[src/rtl/dm_arbiter.sv]
// dm_arbiter: shared data-memory responder for the multi-core array.
// Grants one core per access in round-robin order, serves it from a single
// synchronous DEPTH x 16 memory, and broadcasts a global halt once every
// core has signalled end_process.
module dm_arbiter #(
    parameter int unsigned NCORES = 4,
    parameter int unsigned DEPTH  = 256,
    parameter int unsigned AW     = 8
) (
    input  logic                  clk,
    input  logic                  reset,
    input  logic [NCORES-1:0]     core_req,
    input  logic [NCORES-1:0]     core_we,
    input  logic [NCORES*16-1:0]  core_addr,
    input  logic [NCORES*16-1:0]  core_wdata,
    input  logic [NCORES-1:0]     core_end,
    output logic [15:0]           dm_rdata,
    output logic [2*NCORES-1:0]   core_status,
    output logic                  all_done
);

    localparam int unsigned DW = 16;
    localparam int unsigned IW = (NCORES > 1) ? $clog2(NCORES) : 1;

    localparam logic [1:0] STAT_RUN  = 2'b00;
    localparam logic [1:0] STAT_WAIT = 2'b01;
    localparam logic [1:0] STAT_ACK  = 2'b10;
    localparam logic [1:0] STAT_HALT = 2'b11;

    typedef enum logic [1:0] {
        S_IDLE,
        S_ACCESS,
        S_RESP,
        S_HALT
    } state_e;

    state_e               state_q, state_d;
    logic [IW-1:0]        last_q, last_d;
    logic [IW-1:0]        win_q, win_d;
    logic                 we_q, we_d;
    logic [AW-1:0]        addr_q, addr_d;
    logic [DW-1:0]        wdata_q, wdata_d;
    logic [DW-1:0]        rdata_q, rdata_d;
    logic [2*NCORES-1:0]  status_q, status_d;
    logic                 all_done_q, all_done_d;
    logic [NCORES-1:0]    done_q, done_d;

    logic [NCORES-1:0]    elig_c;
    logic                 all_done_c;
    logic                 grant_vld_c;
    logic [IW-1:0]        grant_idx_c;
    logic [IW-1:0]        rr_cand_c;

    logic [DW-1:0]        mem_q [DEPTH];

    // Upper address bits are deliberately ignored: addresses wrap modulo DEPTH.
    logic                 unused_addr_c;
    assign unused_addr_c = ^core_addr;

    // Sticky done flags include this cycle's end strobes so halt and RUN
    // status take effect one cycle after core_end rises.
    always_comb begin
        done_d     = done_q | core_end;
        elig_c     = core_req & ~done_d;
        all_done_c = &done_d;
    end

    // Round-robin pick: first eligible core starting at last+1.
    always_comb begin
        grant_vld_c = 1'b0;
        grant_idx_c = '0;
        rr_cand_c   = '0;
        for (int unsigned k = 1; k <= NCORES; k++) begin
            rr_cand_c = IW'((32'(last_q) + k) % NCORES);
            if (!grant_vld_c && elig_c[rr_cand_c]) begin
                grant_vld_c = 1'b1;
                grant_idx_c = rr_cand_c;
            end
        end
    end

    // Next-state, access latch and registered status computation.
    always_comb begin
        state_d    = state_q;
        last_d     = last_q;
        win_d      = win_q;
        we_d       = we_q;
        addr_d     = addr_q;
        wdata_d    = wdata_q;
        rdata_d    = rdata_q;
        status_d   = '0;
        all_done_d = 1'b0;

        case (state_q)
            S_IDLE: begin
                if (all_done_c) begin
                    state_d = S_HALT;
                end else if (grant_vld_c) begin
                    state_d = S_ACCESS;
                    win_d   = grant_idx_c;
                    we_d    = core_we[grant_idx_c];
                    addr_d  = core_addr[DW*grant_idx_c +: AW];
                    wdata_d = core_wdata[DW*grant_idx_c +: DW];
                end
            end
            S_ACCESS: begin
                state_d = S_RESP;
                rdata_d = we_q ? wdata_q : mem_q[addr_q];
            end
            S_RESP: begin
                last_d  = win_q;
                state_d = all_done_c ? S_HALT : S_IDLE;
            end
            S_HALT: begin
                state_d = S_HALT;
            end
            default: begin
                state_d = S_IDLE;
            end
        endcase

        all_done_d = (state_d == S_HALT);
        for (int unsigned i = 0; i < NCORES; i++) begin
            if (state_d == S_HALT) begin
                status_d[2*i +: 2] = STAT_HALT;
            end else if (state_d == S_RESP && win_q == IW'(i)) begin
                status_d[2*i +: 2] = STAT_ACK;
            end else if (elig_c[i]) begin
                status_d[2*i +: 2] = STAT_WAIT;
            end else begin
                status_d[2*i +: 2] = STAT_RUN;
            end
        end
    end

    // State and output registers with synchronous reset.
    always_ff @(posedge clk) begin
        if (reset) begin
            state_q    <= S_IDLE;
            last_q     <= IW'(NCORES - 1);
            win_q      <= '0;
            we_q       <= 1'b0;
            addr_q     <= '0;
            wdata_q    <= '0;
            rdata_q    <= '0;
            status_q   <= '0;
            all_done_q <= 1'b0;
            done_q     <= '0;
        end else begin
            state_q    <= state_d;
            last_q     <= last_d;
            win_q      <= win_d;
            we_q       <= we_d;
            addr_q     <= addr_d;
            wdata_q    <= wdata_d;
            rdata_q    <= rdata_d;
            status_q   <= status_d;
            all_done_q <= all_done_d;
            done_q     <= done_d;
        end
    end

    // Memory write; not gated by reset so a write in flight still lands.
    always_ff @(posedge clk) begin
        if (state_q == S_ACCESS && we_q) begin
            mem_q[addr_q] <= wdata_q;
        end
    end

    assign dm_rdata    = rdata_q;
    assign core_status = status_q;
    assign all_done    = all_done_q;

endmodule
[config.mk]
export PLATFORM = sky130hd
export DESIGN_NAME = dm_arbiter
export DESIGN_NICKNAME = d
export VERILOG_FILES = /design/src/rtl/dm_arbiter.sv
export SDC_FILE = /design/constraint.sdc
export NUM_CORES = 2
export LEC_CHECK = 0
export CORE_ASPECT_RATIO = 1.25
export CORE_MARGIN = 5
export CORE_UTILIZATION = 50
export DETAILED_ROUTE_END_ITERATION = 6
export PLACE_DENSITY = 0.68
export SLEW_MARGIN = 20
export SYNTH_ARGS = -nofsm -noshare
export SYNTH_HDL_FRONTEND = slang
export SYNTH_SLANG_ARGS = --single-unit
export TNS_END_PERCENT = 1
[constraint.sdc]
create_clock -name clk -period 4.7 [get_ports clk]
set_clock_uncertainty 0.2 [all_clocks]
set_input_delay 1.41 -clock clk [delete_from_list [all_inputs] [get_ports clk]]
set_output_delay 1.41 -clock clk [all_outputs]
set_load 0.01 [all_outputs]
Word-level counts from Yosys, hierarchy flattened

Memories as Yosys holds them, arrays and structs flattened. A register that Yosys moved wholly into a read port is not among the register bits.
Index checks and enable logic that the tools add are counted.

Add/subtract/negate cells: 4
Multiply operators: 0
Divide/modulo/power cells: 0
Magnitude comparators: 5
Eq/ne operators: 8
Shift-type cells: 2
Multiplexer cells: 36
Bitwise logic cells: 4
Reductions and logical operators: 15

Operators by type and width:

| operator                                                                      | count |
|---|---|
| 64-bit by 7-bit indexed part select with 16-bit output                        | 1 |
| 64-bit by 7-bit indexed part select with 8-bit output                         | 1 |
| 2-bit 2-to-1 mux                                                              | 15 |
| 2-bit by 3-bit less-than comparator with 1-bit output (second input constant) | 5 |
| 1-bit 2-to-1 mux                                                              | 15 |
| 2-bit == test (second input constant)                                         | 6 |
| 1-bit binary-select mux with 2-bit select                                     | 5 |
| 1-bit logical AND                                                             | 8 |
| 2-bit one-hot mux with 4 select lines                                         | 1 |
| 2-bit by 1-bit adder with 2-bit output (second input constant)                | 2 |
| 2-bit adder (second input constant)                                           | 2 |
| 4-bit bitwise AND                                                             | 1 |
| 2-bit by 1-bit == test with 1-bit output (second input constant)              | 2 |
| 2-bit logical NOT                                                             | 2 |
| 4-bit inverter                                                                | 1 |
| 4-bit bitwise OR                                                              | 1 |
| 4-bit AND reduction                                                           | 1 |
| 1-bit logical NOT                                                             | 3 |
| 3-bit AND reduction                                                           | 1 |
| 1-bit inverter                                                                | 1 |

Register bits after elaboration: 44
Bits in latches: 0
Memory bits (writable): 4096
ROM bits: 0
Input bits: 142
Logic and storage cells: 84
Memories kept: 1

Memory list:

| memory | depth | bits a word | read ports | clocked after memory_dff | wr ports | line | source |
|---|---|---|---|---|---|---|---|
| mem_q  | 256   | 16          | 1          | 1                        | 1        | 54   | `logic [DW-1:0] mem_q [DEPTH];` |

Longest topological paths before layout

Depth after elaboration: 22
Gate-level depth with buffers: 14
Mapped depth without buffers: 7

Worst setup path before layout

Ideal clock, no wire load.

Kind: flip-flop to flip-flop
From: register wdata_q[0] (netlist name)
To: register rdata_q[0], in the netlist dm_rdata[0] (read register of mem_q)
Setup time: 0.089 ns
Arrival time: 4.579 ns
Data required time: 4.411 ns
Setup slack: -0.168 ns
Stages on the path, launching flop included: 7
Path buffers: 0
Cell sequence: dfxtp_1 o21ai_0 nor2_1 o2111ai_1 a211oi_1 o32ai_1 o211ai_1

RTL lines:

| element   | line | source |
|---|---|---|
| to (decl) | 43   | `logic [DW-1:0] rdata_q, rdata_d;` |

==> impl_metrics.csv <==
group,metric,value,unit
global_routing,grt-ovfl-total,0,
cts,post_cts_buffers,0,
logic_synthesis,synth_adder_area_share,0,
cts,root_buffer,"clkbuf_16",
logic_synthesis,syn_area,0.160,mm^2
critical_path,r2r-start,"addr_q[1]",
place,dpl-instance-area,0.172,mm^2
die,die_y,643,um
final_layout,layout-drive-gt1-share,0.313,
critical_path,timing.rr.end,"dm_rdata[1]",
route,via_count,82100,
power_and_ir_drop,seq_power_share,0.508,
logic_synthesis,yosysTopAreaCell,"edfxtp_1",
timing,slew_headroom,0.0903,
logic_synthesis,synth-xor-area-share,0,
place,port-buffer-count,134,
route,drt-total-wl,461000,um
status,status,"finished, violations left",
final_layout,fin_cells,12600,
logic_synthesis,async_reset_ff_frac,0,
critical_path,cp_slowest_stage_delay,1040,ps
timing,setup_violations,0,
route,drt_iter0_drc,12800,
logic_synthesis,synth-seq-cells,4156,
logic_synthesis,muxShareOfSynthArea,0.166,
die,die_w,517,um
power_and_ir_drop,power_density,448,mW/mm^2
global_routing,grtUsageTotal,0.276,
hold_path,hold_path.startpoint,"done_q[0]",
critical_path,startpoint_type,"flip-flop",
critical_path,cp.arrival,5000,ps
critical_path,regToRegSetupSlack,310,ps
cts,clk_pin_slew,70,ps
route,drt_pass1_iterations,7,
global_routing,grt_pass1_wl,641000,um
critical_path,cp_max_fo,33,
cts,insertion_delay,910,ps
critical_path,startpoint,"addr_q[1]",
flow_run,maxCapViolations,0,
logic_synthesis,yosys.area.top_type_share,0.767,
logic_synthesis,synth.most_common_cell,"edfxtp_1",
place,placed_cells,11900,
power_and_ir_drop,irDropWorstVdd,0.322,mV
global_routing,grt_max_degree,233,
logic_synthesis,synth_compound_area_frac,0.0217,
timing,hold_violations,0,
global_routing,grt_antenna_before_repair,23,
critical_path,critical_path_class,"reg2reg",
logic_synthesis,syn-mean-instance-area,22.2,um^2
hold_path,hold_end,"done_q[0]",
hold_path,holdPathStages,2,
timing,fin_crit,4390,ps
critical_path,critPathRequiredTime,5310,ps
logic_synthesis,synthSimpleGateAreaFrac,0.0238,
final_layout,final_util,0.579,
critical_path,reg2reg_depth,7,
place,dpl.hpwl,289000,um
final_layout,n_fill_cell,22400,
cts,hold_buffers,0,
logic_synthesis,synth_edf_count,4096,
global_routing,grt_pass1_vias,81800,
power_and_ir_drop,p_leak,56.2,nW
logic_synthesis,yosys_warnings,0,
timing,min_period_over_period,0.934,
power_and_ir_drop,power.share.clock,0.384,
logic_synthesis,syn_inst,7230,
die,die_area,0.332,mm^2
die,coreArea,0.320,mm^2
place,place_congestion,0.993,
logic_synthesis,ys_seq_area_frac,0.774,
die,initial_core_util,0.502,
logic_synthesis,yosys-top-cells-area,"edfxtp_1 77%, mux4_2 15%, mux2i_1 1.1%, dfxtp_1 0.75%, nor2_1 0.72%",
status,violations,"DRC",
cts,cts_made_buffers,382,
critical_path,cp-end-kind,"flip-flop",
power_and_ir_drop,p_switching,19.6,mW
logic_synthesis,synth_common_cells,"4,096 x edfxtp_1, 1,102 x mux4_2, 309 x nor2_1, 258 x nand2_1, 172 x mux2i_1",
die,pin_count,167,
final_layout,stdcell_area,0.185,mm^2
critical_path,path_cells,"buf_12 > mux4_2 > a32oi_1 > nand4_1 > or3_1 > a2111oi_0 > o21ai_1",
timing,tightestPinTransition,1350,ps
cts,tritoncts,"yes",
power_and_ir_drop,p_sw_frac,0.237,
route,wire_per_inst,36.7,um
die,fp-row-count,232,
critical_path,cp_num_buf_inv,1,
hold_path,min_path_type,"reg2reg",
timing,tns,0,ps
critical_path,crit_slowest_cell,"dfxtp_4",
power_and_ir_drop,power.share.combinational,0.109,
route,routed_via_density,6.53,
timing,rsz0062_at_grt,"no",
logic_synthesis,synth_top_family_by_area,"multiplexers",
power_and_ir_drop,power.internal,63.2,mW
logic_synthesis,synth-main-ff-cell,"edfxtp_1",
timing,fmax,228,MHz
cts,htreeDepth,5,
final_layout,final_nets,8180,
route,ant_nets,0,
logic_synthesis,syn-num-nets,7372,
logic_synthesis,post_synth_num_cell_types,65,
cts,clk_path_buf_depth,4,
final_layout,area_growth_syn_to_layout,15.3,%
route,drcViolationCount,263,
cts,ctsResizeCount,0,
cts,clock-sinks,4156,
timing,slew_violations,0,
critical_path,path_delay_family,"compound AO/OA/AOI/OAI gates",
through the flow:
stage	hold WS [ps]	power (mW)	worst slack [ps]
final	295	82.8	309
after global routing	341	84.8	222
after CTS	297	82.9	318
after detailed placement	283	51.6	323
after global placement	280	51.4	343
after floorplan	247	47.6	-67.6
cells in the final DEF (no fill, tap or decap), types with 15 or more instances in the layout:
master	n
a21oi_1	102
clkbuf_16	392
nand2_1	257
or3_1	17
dfxtp_4	21
nor2_2	130
clkdlybuf4s50_1	133
edfxtp_1	4096
a22oi_1	118
nand3_1	54
and3_1	29
nor2_1	178
a311o_1	26
dfxtp_1	36
clkinv_1	73
mux4_2	1102
a31oi_1	18
buf_4	640
o21ai_0	45
diode_2	18
mux2i_1	172
a22o_1	20
nor3_2	25
o22ai_1	41
a211oi_1	37
nor3_1	26
nor4_1	15
nand4_1	21
a221oi_1	17
buf_12	91
clkinv_2	67
clkbuf_1	62
bufinv_16	54
final cells by class:
cell class	instances	area (um^2)	area share
antenna	18	45.0	0.000244
clock buffer	461	10100	0.0548
clock inverter	226	2570	0.0139
inverter	7	33.8	0.000183
multi-input combinational	2621	34500	0.186
sequential	4156	124000	0.672
tap	4212	5270	0.0285
timing repair buffer	870	8100	0.0438
worst max path at each step:
| stage | end | slack, ps | depth (start not counted) |
|---|---|---|---|
| floorplan | dm_rdata[4] | -70 | 5 |
| global placement | dm_rdata[10] | 340 | 11 |
| detailed placement | dm_rdata[10] | 320 | 11 |
| CTS | dm_rdata[10] | 320 | 11 |
| global route | dm_rdata[10] | 220 | 11 |
| finish | dm_rdata[1] | 310 | 7 |
worst reg2reg max path, stage by stage, from the launching register on:
cell and delay (ps):
dfxtp_4 1040, buf_12 360, mux4_2 570, a32oi_1 540, nand4_1 580, or3_1 500
a2111oi_0 410, o21ai_1 120
per-layer routing:
| layer | up-vias | routed length (um) | GRT usage | part of all wire |
|---|---|---|---|---|
| met3 | 1163 | 55100 | 0.0774 | 0.12 |
| met1 | 43300 | 157000 | 0.354 | 0.34 |
| met5 | - | 470 | 0.00860 | 0.0010 |
| met2 | 5402 | 214000 | 0.424 | 0.47 |
| met4 | 18 | 33900 | 0.157 | 0.074 |
| li1 | 32200 | - | - | - |
kinds of logic after synthesis:
logic type | after synthesis
DFF | 4156
AOI/OAI and AO/OA | 497
buffers and inverters | 453
muxes | 1279
and+or+nand+nor | 845
state kept, by name, summed over array words and instances (netlist names):
register,cells
dm_rdata,16
addr_q,8
all_done,1
win_q,2
mem_q,4096
last_q,2
done_q,4
core_status,8
state_q,2
wdata_q,16
we_q,1
power by group through the flow:
stage	registers, mW	clock network [mW]	logic [mW]
after floorplan	43.2	0	4.35
after global placement	42.9	0	8.48
after detailed placement	42.8	0	8.71
after CTS	42.0	32.1	8.75
after global routing	42.0	33.6	9.20
final	42.0	31.8	8.99
No activity file was read; power rests on OpenSTA's default activity.
